File: src/rtl/reg_scoreboard.sv
// Register scoreboard: tracks in-flight writes per architectural register
// and stalls issue on read-after-write hazards or counter saturation.
module reg_scoreboard #(
   parameter int NREG = 16,
   parameter int CW   = 2
) (
   input  logic            clk,
   input  logic            rst,
   input  logic            issue_valid,
   input  logic            issue_wb_en,
   input  logic [3:0]      issue_dest,
   input  logic [3:0]      rn,
   input  logic [3:0]      rdm,
   input  logic            two_src,
   input  logic            freeze,
   input  logic            flush,
   input  logic            wb_valid,
   input  logic [3:0]      wb_dest,
   output logic            hazard,
   output logic            issue_ok,
   output logic [NREG-1:0] pending,
   output logic            busy,
   output logic            err
);

   localparam logic [CW-1:0] CMAX = {CW{1'b1}};

   logic [CW-1:0]   cnt [NREG];
   logic [NREG-1:0] inc_vec;
   logic [NREG-1:0] dec_vec;
   logic            wb_same;
   logic            sat;
   logic            raw;
   logic            underflow;

   // Counters hold at their limits so they can never wrap.
   function automatic logic [CW-1:0] inc_sat(input logic [CW-1:0] c);
      return (c == CMAX) ? c : c + 1'b1;
   endfunction

   function automatic logic [CW-1:0] dec_sat(input logic [CW-1:0] c);
      return (c == '0) ? c : c - 1'b1;
   endfunction

   // Per-register pending flags and the aggregate busy flag.
   always_comb begin
      pending = '0;
      for (int i = 0; i < NREG; i++) begin
         pending[i] = (cnt[i] != '0);
      end
      busy = |pending;
   end

   // Hazard and accept decision; uses registered counts only, so a WB this
   // cycle releases a stall one cycle later. A same-cycle WB to the
   // destination does relieve saturation because the count will not grow.
   always_comb begin
      wb_same   = wb_valid && (wb_dest == issue_dest);
      sat       = issue_wb_en && (cnt[issue_dest] == CMAX) && !wb_same;
      raw       = pending[rn] || (two_src && pending[rdm]);
      hazard    = rst && issue_valid && (raw || sat);
      issue_ok  = rst && issue_valid && !hazard && !freeze && !flush;
      underflow = wb_valid && (cnt[wb_dest] == '0);
   end

   // Decode which counters move up (accepted issue) and down (retiring WB).
   always_comb begin
      inc_vec = '0;
      dec_vec = '0;
      for (int i = 0; i < NREG; i++) begin
         inc_vec[i] = issue_ok && issue_wb_en && (issue_dest == 4'(i));
         dec_vec[i] = wb_valid && (wb_dest == 4'(i));
      end
   end

   // Counter and sticky error state; an increment and decrement of the same
   // register in one cycle cancel out.
   always_ff @(posedge clk or negedge rst) begin
      if (!rst) begin
         for (int i = 0; i < NREG; i++) begin
            cnt[i] <= '0;
         end
         err <= 1'b0;
      end else begin
         for (int i = 0; i < NREG; i++) begin
            if (inc_vec[i] && !dec_vec[i]) begin
               cnt[i] <= inc_sat(cnt[i]);
            end else if (dec_vec[i] && !inc_vec[i]) begin
               cnt[i] <= dec_sat(cnt[i]);
            end
         end
         if (underflow) begin
            err <= 1'b1;
         end
      end
   end

endmodule

File: config.mk
export PLATFORM = sky130hd
export DESIGN_NAME = reg_scoreboard
export DESIGN_NICKNAME = d
export VERILOG_FILES = /design/src/rtl/reg_scoreboard.sv
export SDC_FILE = /design/constraint.sdc
export NUM_CORES = 1
export LEC_CHECK = 0
export CAP_MARGIN = 20
export CELL_PAD_IN_SITES_DETAIL_PLACEMENT = 0
export CELL_PAD_IN_SITES_GLOBAL_PLACEMENT = 1
export CORE_AREA = 2 2 107 68
export CTS_CLUSTER_DIAMETER = 200
export DETAILED_ROUTE_END_ITERATION = 8
export DIE_AREA = 0 0 109 70
export DONT_BUFFER_PORTS = 1
export PLACE_DENSITY = 0.88
export SLEW_MARGIN = 20
export SYNTH_ARGS = -nofsm -noshare
export SYNTH_HDL_FRONTEND = slang
export SYNTH_SLANG_ARGS = --single-unit
File: constraint.sdc
create_clock -name clk -period 3.5 [get_ports clk]
set_clock_uncertainty 0.05 [all_clocks]
set_input_delay 0.35 -clock clk [delete_from_list [all_inputs] [get_ports clk]]
set_output_delay 0.35 -clock clk [all_outputs]
set_load 0.03 [all_outputs]
==> run summary <==
CELLS AND AREA
-------------------------------------------------------------------------------
Multi-input combinational cell area ..............................   2120 sq um
Count of fill cells added during filler insertion ................          625
Final layout net count ...........................................          395
Register area ....................................................    826 sq um
Number of diodes .................................................            0
Leading cell types in the layout, fill and taps excluded ......... 42 x nand2_1, 34 x o21ai_0, 33 x dfrtp_1
Layout-stage area growth over the synthesis result ...............        7.62%
Layout cells sized above 1 .......................................        14.6%
Final Instance Count excl. Fillers ...............................          447
Most common library cell in the layout ignoring fill and taps ....      nand2_1

GRT
-------------------------------------------------------------------------------
Initial antenna violation count ..................................            0
Overall fraction of global-route tracks in use ...................        25.4%
Global route total overflow ......................................            0
Number of global-route vias before repair ........................         2719
Largest net degree at the start of global routing ................           34
Wire length of the first global-routing pass .....................     14500 um

JOB
-------------------------------------------------------------------------------
Number of max-cap violations .....................................            0

HOLD PATH
-------------------------------------------------------------------------------
Hold path startpoint .............................................   wb_dest[2]
Hold endpoint ....................................................          err
Hold Path Stages .................................................            2
Worst Hold Class ................................................. primary input to flip-flop

CLOCK NETWORK
-------------------------------------------------------------------------------
Insertion delay to the later sink of the worst-skew pair .........      0.31 ns
Worst-path clk slew ..............................................      0.07 ns
Longest Clk Path Bufs ............................................            2
Count of instances resized after the clock tree is built .........            0
CTS H-tree lvls ..................................................            2
Number of sinks driven by the clock tree .........................           33
TritonCTS buffer count ...........................................            5
TritonCTS clock tree .............................................        built
Library cell used as clock root buffer ...........................     clkbuf_8

LOGIC SYNTHESIS
-------------------------------------------------------------------------------
Register bit total from synthesis ................................           33
Mean instance size in the synthesized netlist ....................   9.04 sq um
Number of warnings printed during yosys synthesis ................            0
Syn Nets .........................................................          389
Portion of the post-synthesis area used by sequential elements ...        26.2%
Cell count after synthesis .......................................          349
Number of distinct library cells after synthesis .................           48
Async set or reset register ratio after synthesis ................         100%
Top flip-flop cell by instance count after synthesis .............      dfrtp_1
Area of the mapped netlist .......................................   3150 sq um
EDFF count, synth ................................................            0

CRITICAL PATH
-------------------------------------------------------------------------------
Critical Path Sink Type ..........................................    flip-flop
Largest fanout on the critical path ..............................           18
Critical R2R Launch ..............................................       cnt[9]
Worst reg2reg path depth .........................................            9
Data arrival time of the critical path ...........................      3.47 ns
Worst Path Class, Setup .......................................... flip-flop to flip-flop
Worst reg2reg path endpoint ......................................      cnt[22]
Worst endpoint required time .....................................      3.64 ns
Kind of start point of the critical path .........................    flip-flop
Slack of the worst reg-to-reg path ...............................      0.18 ns

FLOORPLANNING
-------------------------------------------------------------------------------
Core area ........................................................   6820 sq um
Initial standard-cell utilization of the core ....................        46.3%
I/O pin count ....................................................           44
Die Width ........................................................       109 um
Die area .........................................................   7630 sq um
Height of the die ................................................        70 um
Cell Rows ........................................................           24

DETAILED ROUTING
-------------------------------------------------------------------------------
ANT nets after route .............................................            0
Detailed-route vias per instance .................................         6.43
Met2 routed wirelength ...........................................      3770 um
Remaining routing DRC violations .................................            0
Final routed wire length divided by cell count ...................      20.4 um
Total met3 wirelength after detailed routing .....................      1150 um
Uppermost routed layer ...........................................         met4
DRC marker count from the first detailed-route iteration .........          259
Wire length after detailed routing ...............................      9110 um
Met1 WL ..........................................................      4040 um
Vias after detailed routing ......................................         2874
Number of detailed-routing iterations run before antenna repair ..            5

POWER AND IR DROP
-------------------------------------------------------------------------------
Final Total Pwr ..................................................   0.000844 W
Power per Cell Area ..............................................  249 nW/um^2
Peak supply drop .................................................     0.132 mV
Leakage power ....................................................      1.63 nW

STA
-------------------------------------------------------------------------------
Number of endpoints with negative hold slack in the final report .            0
Final max-slew violation count ...................................            0
Unrepaired setup endpoints after global routing ..................        false
Transition at the pin with the smallest max-transition slack .....      1.08 ns
Time the worst path needs with I/O delays and setup ..............      3.32 ns
Top achievable clock speed .......................................      301 MHz
Worst hold slack .................................................     0.333 ns
# setup viols final ..............................................            0
Setup slack after layout .........................................     0.179 ns
Setup_tns ........................................................         0 ns
Max-slew headroom at the worst pin ...............................        27.9%
Part of the cycle the worst path needs ...........................        94.9%

PLACED DESIGN
-------------------------------------------------------------------------------
Routability Congestion ...........................................        0.998
Count of buffers inserted at the top-level ports .................            0
Post-DP HPWL .....................................................      6920 um
Setup Slack @ Placement ..........................................     0.275 ns
Placed Cells incl. Taps ..........................................          437

RUN STATUS
-------------------------------------------------------------------------------
Status ........................................................... finished clean

-- cells by family after synthesis --
family	count (synthesis)	synth area share, %
and+or+nand+nor	156	28.1
adders and majority gates	16	6.35
AOI/OAI and AO/OA	70	14.7
xor gates and xnor gates	4	1.11
buffers and inverters	42	6.58
DFF	33	26.2
muxes	28	17.0
-- cell usage after synthesis (2+ instances only) --
library cell  number  area share, %
nand2_1           42            5.0
o21ai_0           34            5.4
dfrtp_1           33             26
nor2_1            29            3.5
inv_1             28            3.3
nor2b_1           20            4.0
ha_1              16            6.3
mux2i_1           10            3.2
mux4_2            10            7.1
nor4_1            10            2.0
nor4_2            10            4.0
a21oi_1            8            1.3
mux4_1             8            6.7
nand2b_1           8            1.6
o21bai_1           8            1.9
nand4_1            7            1.4
o221a_2            7            2.5
buf_2              6           0.95
nand3_1            6           0.95
nor2_2             4           0.79
nor3b_1            4           0.95
buf_6              3            1.1
or3_1              3           0.60
xor2_1             3           0.83
a22o_1             2           0.56
a22oi_1            2           0.48
and2_1             2           0.40
and3b_1            2           0.56
buf_1              2           0.24
nand4b_1           2           0.56
nor3_1             2           0.32
o41ai_1            2           0.56
-- registers in the layout, summed over array words and instances, names as in the netlist --
name	flops
err	1
cnt	32
-- worst max path at each step --
stage | startpoint | endpoint | slack (ns) | depth (start not counted)
6_report | cnt[9] | cnt[22] | 0.18 | 9
5_1_grt | cnt[22] | cnt[22] | 0.004 | 10
4_1_cts | cnt[9] | cnt[22] | 0.24 | 9
3_5_place_dp | cnt[9] | cnt[22] | 0.27 | 9
3_3_place_gp | cnt[22] | cnt[20] | 0.35 | 10
2_1_floorplan | cnt[22] | issue_ok | 0.57 | 7
-- worst max-delay path, stage by stage (launching register included) --
cell	delay [ns]
dfrtp_1	0.44
nor2_1	0.14
mux4_1	0.59
o211ai_1	0.18
and4b_1	0.76
nor4_2	0.15
ha_1	0.38
nor2b_1	0.21
nor2_1	0.06
o221a_2	0.24
-- area by class of cell --
| cell class | instances | share of cell area [%] |
|---|---|---|
| well taps | 91 | 3.35 |
| multi-input cells | 274 | 62.5 |
| inverters | 28 | 3.10 |
| flip-flops and latches | 33 | 24.3 |
| clock inverters | 1 | 0.885 |
| repair buffers | 13 | 3.32 |
| clock buffers | 7 | 2.54 |
-- per-stage QoR --
stage / utilization [%] / area [sq um]
2_1_floorplan: - / 3150
6_report: 49.8 / 3390
4_1_cts: 49.8 / 3390
3_3_place_gp: 47.7 / 3250
5_1_grt: 49.8 / 3390
3_5_place_dp: 47.7 / 3250
-- what timing repair did --
| item | 4_1_cts | 5_1_grt |
|---|---|---|
| buffers inserted | 0 | 0 |
| hold buffers | 2 | 0 |
| hold endpoints to repair | 33 | 0 |
-- layer usage --
layer | vias up | track usage [%]
met4 | 0 | 6.98
met1 | 1376 | 38.4
met3 | 17 | 8.12
met5 | - | 0
met2 | 170 | 34.6
li1 | 1311 | -
-- power by group --
group	switching (W)	internal [W]
sequential	0.000000355	0.000381
clock	0.000156	0.000232
combinational	0.0000423	0.0000310
(Power assumes the default switching activity.)
